### config.mk
export PLATFORM = sky130hd
export DESIGN_NAME = uart_tx_buffered
export DESIGN_NICKNAME = d
export VERILOG_FILES = /design/src/rtl/uart_tx_buffered.sv
export SDC_FILE = /design/constraint.sdc
export NUM_CORES = 1
export LEC_CHECK = 0
export CORE_MARGIN = 2
export CORE_UTILIZATION = 40
export CTS_CLUSTER_SIZE = 30
export DETAILED_ROUTE_END_ITERATION = 8
export GPL_ROUTABILITY_DRIVEN = 0
export PLACE_DENSITY_LB_ADDON = 0.05
export SETUP_SLACK_MARGIN = 0.05
export SLEW_MARGIN = 20
export SYNTH_ARGS = -nofsm -noshare
export SYNTH_HDL_FRONTEND = slang
export SYNTH_SLANG_ARGS = --single-unit
### constraint.sdc
create_clock -name i_Clk -period 3 [get_ports i_Clk]
set_clock_uncertainty 0.15 [all_clocks]
set_input_delay 0.6 -clock i_Clk [delete_from_list [all_inputs] [get_ports i_Clk]]
set_output_delay 0.6 -clock i_Clk [all_outputs]
set_load 0.01 [all_outputs]
### src/rtl/uart_tx_buffered.sv
// 8N1 UART transmitter fronted by a small FIFO so the host can queue bytes while a frame is
// in flight. Back-to-back queued bytes go out with no idle gap between stop and start bits.
module uart_tx_buffered #(
  parameter int unsigned CLKS_PER_BIT = 217,
  parameter int unsigned FIFO_DEPTH   = 4
) (
  input  logic                          i_Clk,
  input  logic                          i_Rst_L,
  input  logic                          i_TX_DV,
  input  logic [7:0]                    i_TX_Byte,
  output logic                          o_TX_Ready,
  output logic                          o_TX_Overflow,
  output logic                          o_TX_Serial,
  output logic                          o_TX_Active,
  output logic                          o_TX_Done,
  output logic [$clog2(FIFO_DEPTH):0]   o_Fifo_Count
);

  localparam int unsigned CntW   = $clog2(CLKS_PER_BIT);
  localparam int unsigned PtrW   = $clog2(FIFO_DEPTH);
  localparam int unsigned CountW = PtrW + 1;

  typedef enum logic [1:0] {StIdle, StStart, StData, StStop} state_e;

  state_e            state_q;
  logic [CntW-1:0]   baud_q;
  logic [2:0]        bit_idx_q;
  logic [7:0]        shift_q;
  logic [7:0]        mem_q [FIFO_DEPTH];
  logic [PtrW-1:0]   wr_ptr_q, rd_ptr_q;
  logic [CountW-1:0] count_d;

  logic push, pop, baud_last, fifo_nonempty;
  logic [2:0] bit_idx_next;

  assign push          = i_TX_DV & o_TX_Ready;
  assign fifo_nonempty = (o_Fifo_Count != '0);
  assign baud_last     = (baud_q == CntW'(CLKS_PER_BIT - 1));
  assign bit_idx_next  = bit_idx_q + 3'd1;
  // The FSM latches the head byte either from idle or in the final stop cycle.
  assign pop = fifo_nonempty &
               ((state_q == StIdle) | ((state_q == StStop) & baud_last));

  always_comb begin
    count_d = o_Fifo_Count;
    unique case ({push, pop})
      2'b10:   count_d = o_Fifo_Count + CountW'(1);
      2'b01:   count_d = o_Fifo_Count - CountW'(1);
      default: count_d = o_Fifo_Count;
    endcase
  end

  always_ff @(posedge i_Clk) begin
    if (push) mem_q[wr_ptr_q] <= i_TX_Byte;
  end

  always_ff @(posedge i_Clk or negedge i_Rst_L) begin
    if (!i_Rst_L) begin
      wr_ptr_q      <= '0;
      rd_ptr_q      <= '0;
      o_Fifo_Count  <= '0;
      o_TX_Ready    <= 1'b1;
      o_TX_Overflow <= 1'b0;
    end else begin
      if (push) wr_ptr_q <= wr_ptr_q + PtrW'(1);
      if (pop)  rd_ptr_q <= rd_ptr_q + PtrW'(1);
      o_Fifo_Count  <= count_d;
      o_TX_Ready    <= (count_d != CountW'(FIFO_DEPTH));
      o_TX_Overflow <= i_TX_DV & ~o_TX_Ready;
    end
  end

  always_ff @(posedge i_Clk or negedge i_Rst_L) begin
    if (!i_Rst_L) begin
      state_q     <= StIdle;
      baud_q      <= '0;
      bit_idx_q   <= '0;
      shift_q     <= '0;
      o_TX_Serial <= 1'b1;
      o_TX_Active <= 1'b0;
      o_TX_Done   <= 1'b0;
    end else begin
      o_TX_Done <= 1'b0;
      unique case (state_q)
        StIdle: begin
          baud_q      <= '0;
          o_TX_Serial <= 1'b1;
          o_TX_Active <= 1'b0;
          if (pop) begin
            shift_q     <= mem_q[rd_ptr_q];
            state_q     <= StStart;
            o_TX_Serial <= 1'b0;
            o_TX_Active <= 1'b1;
          end
        end
        StStart: begin
          if (baud_last) begin
            baud_q      <= '0;
            bit_idx_q   <= '0;
            o_TX_Serial <= shift_q[0];
            state_q     <= StData;
          end else begin
            baud_q <= baud_q + CntW'(1);
          end
        end
        StData: begin
          if (baud_last) begin
            baud_q <= '0;
            if (bit_idx_q == 3'd7) begin
              o_TX_Serial <= 1'b1;
              state_q     <= StStop;
            end else begin
              bit_idx_q   <= bit_idx_next;
              o_TX_Serial <= shift_q[bit_idx_next];
            end
          end else begin
            baud_q <= baud_q + CntW'(1);
          end
        end
        StStop: begin
          // Registered, so raise it one cycle ahead to land on the final stop cycle.
          if (baud_q == CntW'(CLKS_PER_BIT - 2)) o_TX_Done <= 1'b1;
          if (baud_last) begin
            baud_q <= '0;
            if (pop) begin
              shift_q     <= mem_q[rd_ptr_q];
              state_q     <= StStart;
              o_TX_Serial <= 1'b0;
            end else begin
              state_q     <= StIdle;
              o_TX_Active <= 1'b0;
            end
          end else begin
            baud_q <= baud_q + CntW'(1);
          end
        end
        default: state_q <= StIdle;
      endcase
    end
  end

endmodule

==> impl_metrics.yaml, run 1 <==
critical_path:
  r2r-start: "baud_q[0]$_DFF_PN0_"
  start_kind: "register"
  crit_fanout: 6
  r2r_cells: 12
  critPathKind: "reg -> reg"
  path_buf_inv: 2
  rrSetupSlack_ns: 0.31
  cpLargestDelayFamily: "adder cells"
  slowest_stage: "dfrtp_1"
  slowest_delay_ns: 0.41
  worstPathCellList: "inv_1 > ha_1 > and3b_2 > a31oi_2 > nor2_1 > ha_1 > inv_1 > fa_1 > xor2_1 > nor2_1 > xor2_1 > nand2_1"
  critPathArrivalTime_ns: 2.79
  cp_data_required_time_ns: 3.10
  worstSetupEndpointType: "register"
  r2r-end: "o_TX_Ready$_DFF_PN1_"
yosys:
  synth_flop_cell: "edfxtp_1"
  yosys.cell_count.top_type: "edfxtp_1"
  synth_commonest_cells: "32 x edfxtp_1, 31 x dfrtp_1, 14 x ha_1, 14 x nor2_1, 12 x inv_1"
  synth_fp_nets: 230
  yosys.cell_types.count: 48
  synth_warnings: 0
  ys_seq_elements: 65
  yosysSeqAreaShare: 0.600
  syn_inst: 204
  avgSynthCellArea_sq_um: 14.6
  synthDominantCellAreaShare: 0.322
  synth_enable_flop_cells: 32
  netlist.top_cell.by_area: "edfxtp_1"
  synth_area_leaders: "edfxtp_1 32%, dfrtp_1 26%, mux4_2 6.8%, ha_1 5.9%, mux2_2 4.2%"
  netlist_area_sq_mm: 0.00298
  async_flop_share: 0.508
power_and_ir_drop:
  pwr-share-comb: 0.312
  p_per_area_mw_per_mm2: 998
  p_int_uw: 2410
  ir_drop_v: 0.000490
  clkPwrFrac: 0.281
  sw_frac_of_total: 0.313
  seqPwrFrac: 0.407
  leakage_uw: 0.00139
  p_switching_uw: 1100
floorplanning:
  start_util: 0.411
  die_area_sq_mm: 0.00816
  die-width_um: 90.3
  rows: 31
  core_sq_mm: 0.00725
  die_height_um: 90.3
  num_io_pins: 19
final_layout:
  area_delta_synth_final_pct: 18.1
  nets: 254
  fin_cells: 332
  post-route-util: 0.485
  drive_above_1_share: 0.197
  n_antenna_cell: 0
cts:
  cts_buffer_depth: 2
  cts_hold_buf: 0
  cts_buffers: 9
  clock_sinks: 65
  cts_root_buffer: "clkbuf_8"
  clock_insertion_delay_worst_skew_ns: 0.33
  htreeDepth: 3
  cts_tree: "yes"
  post_cts_buffers: 0
  path_clk_slew_ns: 0.07
timing:
  finalSetupTns_ns: 0
  period_share: 0.896
  worst_pin_slew_ns: 0.579
  slew_headroom: 0.614
  finalMaxSlewViolations: 0
  hold_ws_ns: 0.340
  fmax_mhz: 372
  rsz0062_at_grt: "no"
  timing.final.hold_violations: 0
  setup_violations: 0
  layout_min_cycle_time_ns: 2.69
drt:
  firstDrtPassIters: 5
  first_iter_violations: 69
  postRouteAntennaNets: 0
  vias_per_cell: 5.02
  wire_per_inst_um: 15.4
  wl_um: 5100
  drc: 0
  via_count: 1667
placement:
  dp.cells: 316
  port_buffers: 18
  dp_hpwl_um: 3580
global_route:
  grt_pass1_vias: 1767
  grt_use_total: 0.141
  grt_overflow_total: 0
  antenna_found_initial: 0
  met2_usage: 0.238
  use_met1: 0.169
  grt_util_met3: 0.0351
  grt_pass1_wl_um: 8770
  grt_max_degree: 34
  busiest_layer: "met2"
hold_path:
  holdCritPathClass: "reg -> reg"
  min_to: "baud_q[0]$_DFF_PN0_"
  hp-start: "baud_q[0]$_DFF_PN0_"
  whs_path_depth: 1
status:
  status: "complete, no violations"
run:
  cap_violations: 0
per-layer routing:
metal / vias up / routed length (um) / part of all wire
met5: - / 0 / 0
met4: 0 / 46 / 0.0090
met3: 4 / 137 / 0.027
met2: 23 / 2660 / 0.52
met1: 838 / 2260 / 0.44
li1: 802 / - / -
state kept, by name, summed over array words and instances (netlist names):
signal and flops:
o_TX_Serial 1, rd_ptr_q 2, mem_q 32, o_TX_Active 1, o_TX_Done 1, o_TX_Ready 1, wr_ptr_q 2, o_TX_Overflow 1
o_Fifo_Count 3, baud_q 8, state_q 2, bit_idx_q 3, shift_q 8
how the worst max path moves through the flow:
stage / slack (ns) / depth (start not counted) / to / start
global route: 0.05 / 12 / o_TX_Ready$_DFF_PN1_ / baud_q[0]$_DFF_PN0_
finish: 0.31 / 12 / o_TX_Ready$_DFF_PN1_ / baud_q[0]$_DFF_PN0_
floorplan: 0.55 / 13 / o_TX_Ready$_DFF_PN1_ / baud_q[0]$_DFF_PN0_
CTS: 0.23 / 12 / o_TX_Ready$_DFF_PN1_ / baud_q[0]$_DFF_PN0_
global placement: 0.38 / 12 / o_TX_Ready$_DFF_PN1_ / baud_q[0]$_DFF_PN0_
detailed placement: 0.25 / 12 / o_TX_Ready$_DFF_PN1_ / baud_q[0]$_DFF_PN0_
repair_timing:
action	4_1_cts	5_1_grt
setup endpoints to repair	0	1
endpoints found under the hold margin	0	0
resized for setup	0	1
placed cells by master (no fill, tap or decap), types with 2 or more instances in the layout:
master / Yosys / layout
edfxtp_1: 32 / 32
dfrtp_1: 31 / 31
clkdlybuf4s50_1: 0 / 18
nor2_1: 14 / 14
ha_1: 14 / 14
inv_1: 12 / 12
mux2_2: 11 / 11
mux4_2: 9 / 9
clkbuf_8: 0 / 9
nand2_1: 8 / 8
xor2_1: 8 / 8
and3_1: 5 / 5
a22o_1: 5 / 5
xnor2_1: 4 / 4
nand3_1: 4 / 4
bufinv_16: 0 / 4
o21ai_0: 3 / 3
nor3_1: 3 / 3
nand2b_1: 2 / 2
nor2b_1: 2 / 2
mux2i_1: 2 / 2
a21oi_1: 2 / 2
or3_1: 2 / 2
dfstp_2: 2 / 2
logic make-up after synthesis:
family	Yosys count	synth area share
muxes	22	0.116
AOI/OAI and AO/OA	21	0.0592
xor gates and xnor gates	12	0.0353
adders and majority gates	15	0.0655
and+or+nand+nor	51	0.0949
buffers and inverters	18	0.0285
DFF	65	0.600
power by group through the flow:
stage	combinational, uW	clock (uW)	sequential [uW]
2_1_floorplan	857	0	1370
5_1_grt	1230	1040	1480
6_report	1100	985	1430
3_3_place_gp	1070	0	1440
4_1_cts	1110	1000	1440
3_5_place_dp	1100	0	1460
cell type report:
class / count / area, sq um
Tap cell: 99 / 124
Inverter: 12 / 45.0
Multi-Input combinational cell: 121 / 1110
Clock buffer: 9 / 124
Timing Repair Buffer: 19 / 188
Fill cell: 632 / 3730
Sequential cell: 65 / 1790
Clock inverter: 7 / 141
through the flow:
stage                     area [sq um]  worst slack (ns)  total power (uW)
after floorplan                   2980             0.553              2220
after global placement            3250             0.375              2500
after detailed placement          3250             0.251              2560
after CTS                         3520             0.225              3560
after global routing              3520            0.0511              3750
final                             3520             0.313              3510
(Power assumes the default switching activity.)
==> run 2, diff against run 1 <==
CORE_UTILIZATION = 55   (was 40)
==> run 2 against run 1 <==
  * Setup slack got worse by 0.045 ns
  * Via count down 0.54%
  * Clock-buffer cell count increased by 1
  * Hold slack lost 0.015 ns
  * Total power is 4.4% lower
  * Critical endpoint unchanged
  * Largest cell class unchanged
  * Highest routed layer unchanged
==> impl_metrics.yaml, run 2 (same netlist as run 1, synthesis figures left out) <==
status:
  status: "complete, no violations"
timing:
  timing.final.ws_setup_ns: 0.269
  finalSetupTns_ns: 0
  rsz0062_at_grt: "no"
  finalMaxSlewViolations: 0
  timing.final.hold_violations: 0
  period_share: 0.910
  fmax_mhz: 366
  setup_violations: 0
  slew_headroom: 0.582
  worst_pin_slew_ns: 0.627
  layout_min_cycle_time_ns: 2.73
final_layout:
  largest_register: "mem_q"
  largest_reg_flops: 32
  area_delta_synth_final_pct: 15.5
  nets: 254
  final_area_sq_mm: 0.00344
  drive_above_1_share: 0.197
  reg_top3: "mem_q (32), baud_q (8), shift_q (8)"
  final_common_cell: "edfxtp_1"
  fillers: 370
  fin_cells: 303
  final_cell_mix: "32 x edfxtp_1, 31 x dfrtp_1, 18 x clkdlybuf4s50_1"
  n_antenna_cell: 0
cts:
  path_clk_slew_ns: 0.07
  clock_insertion_delay_worst_skew_ns: 0.33
  post_cts_buffers: 0
  cts_root_buffer: "clkbuf_8"
  htreeDepth: 3
  cts_buffer_depth: 2
  postCtsResizedCells: 0
  cts_buffers: 9
  clock_sinks: 65
  cts_hold_buf: 0
  cts_tree: "yes"
critical_path:
  crit_fanout: 6
  slowest_delay_ns: 0.40
  cp_data_required_time_ns: 3.11
  worstSetupEndpointType: "register"
  slowest_stage: "dfrtp_1"
  critPathKind: "reg -> reg"
  critPathArrivalTime_ns: 2.84
  start_kind: "register"
  worstPathCellList: "inv_1 > ha_1 > and3b_1 > a31oi_2 > nor2_1 > ha_1 > inv_1 > fa_1 > xor2_1 > nor2_1 > xor2_1 > nand2_1"
power_and_ir_drop:
  report.power.total_uw: 3350
  p_switching_uw: 1090
  leakage_uw: 0.00137
  p_int_uw: 2270
  clkPwrFrac: 0.247
  sw_frac_of_total: 0.324
  ir_drop_v: 0.000605
  p_per_area_mw_per_mm2: 974
  pwr-share-comb: 0.324
  seqPwrFrac: 0.429
floorplanning:
  core_sq_mm: 0.00517
  die-width_um: 77.6
  rows: 26
  die_height_um: 77.6
  start_util: 0.576
  die_area_sq_mm: 0.00602
  num_io_pins: 19
drt:
  via_count: 1658
  wire_per_inst_um: 16.2
  first_iter_violations: 47
  vias_per_cell: 5.47
  postRouteAntennaNets: 0
  wl_um: 4910
  firstDrtPassIters: 4
  drc: 0
global_route:
  grt_overflow_total: 0
  grt_pass1_vias: 1732
  grt_pass1_wl_um: 8500
  grt_use_total: 0.187
  antenna_found_initial: 0
  grt_max_degree: 34
placement:
  dpl_cell_area_sq_mm: 0.00322
  dp.cells: 287
  port_buffers: 18
  place_ws_ns: 0.276
  dp_hpwl_um: 3410
hold_path:
  holdCritPathClass: "reg -> reg"
run:
  cap_violations: 0
[run 2: cell count changes in the layout (fill, tap and decap cells not counted), sizes merged]
cell	change
bufinv	-2
clkbuf	+1
clkinvlp	+1
[run 2: area by class of cell]
class                      instances  area [sq um]  area share
tap                               70          87.6      0.0254
multi-input combinational        121          1110       0.321
timing repair buffer              19           188      0.0545
clock buffer                      10           138      0.0400
sequential                        65          1790       0.520
clock inverter                     6          90.1      0.0262
inverter                          12          45.0      0.0131
[run 2: power by group through the flow]
stage	clock (uW)	sequential, uW	combinational [uW]
final	829	1440	1090
after global placement	0	1440	1050
after detailed placement	0	1460	1090
after global routing	903	1480	1210
after floorplan	0	1370	857
after CTS	847	1440	1100
[run 2: worst paths after layout]
kind / startpoint / endpoint / slack [ns] / depth (start not counted)
max in group asynchronous: i_Rst_L / o_TX_Serial$_DFFE_PN1P_ / 1.83 / 2
setup reg to reg: baud_q[0]$_DFF_PN0_ / o_TX_Ready$_DFF_PN1_ / 0.27 / 12
hold reg to reg: baud_q[0]$_DFF_PN0_ / baud_q[0]$_DFF_PN0_ / 0.33 / 1
min in group asynchronous: i_Rst_L / baud_q[3]$_DFF_PN0_ / 0.53 / 2
hold / removal: baud_q[0]$_DFF_PN0_ / baud_q[0]$_DFF_PN0_ / 0.33 / 1
setup / recovery: baud_q[0]$_DFF_PN0_ / o_TX_Ready$_DFF_PN1_ / 0.27 / 12
[run 2: metrics by stage]
stage	utilization	hold slack (ns)
6_report	0.666	0.325
5_1_grt	0.666	0.344
4_1_cts	0.666	0.328
3_5_place_dp	0.622	0.318
3_3_place_gp	0.622	0.307
2_1_floorplan	-	0.154
[run 2: per-layer routing]
layer / wire (um) / up-vias / global-route usage / part of all wire
met3: 163 / 6 / 0.0523 / 0.033
met2: 2580 / 31 / 0.310 / 0.52
met5: 0 / - / 0 / 0
met4: 39 / 0 / 0.0500 / 0.0079
li1: - / 796 / - / -
met1: 2130 / 825 / 0.243 / 0.43
[run 2: critical path: cells and delay by family (launching register included)]
family | cells | cell delay (ns)
fa+ha+maj | 3 | 0.75
xor+xnor | 2 | 0.34
compound gates | 1 | 0.17
buf+inv | 2 | 0.13
flops | 1 | 0.40
simple gates | 4 | 0.70
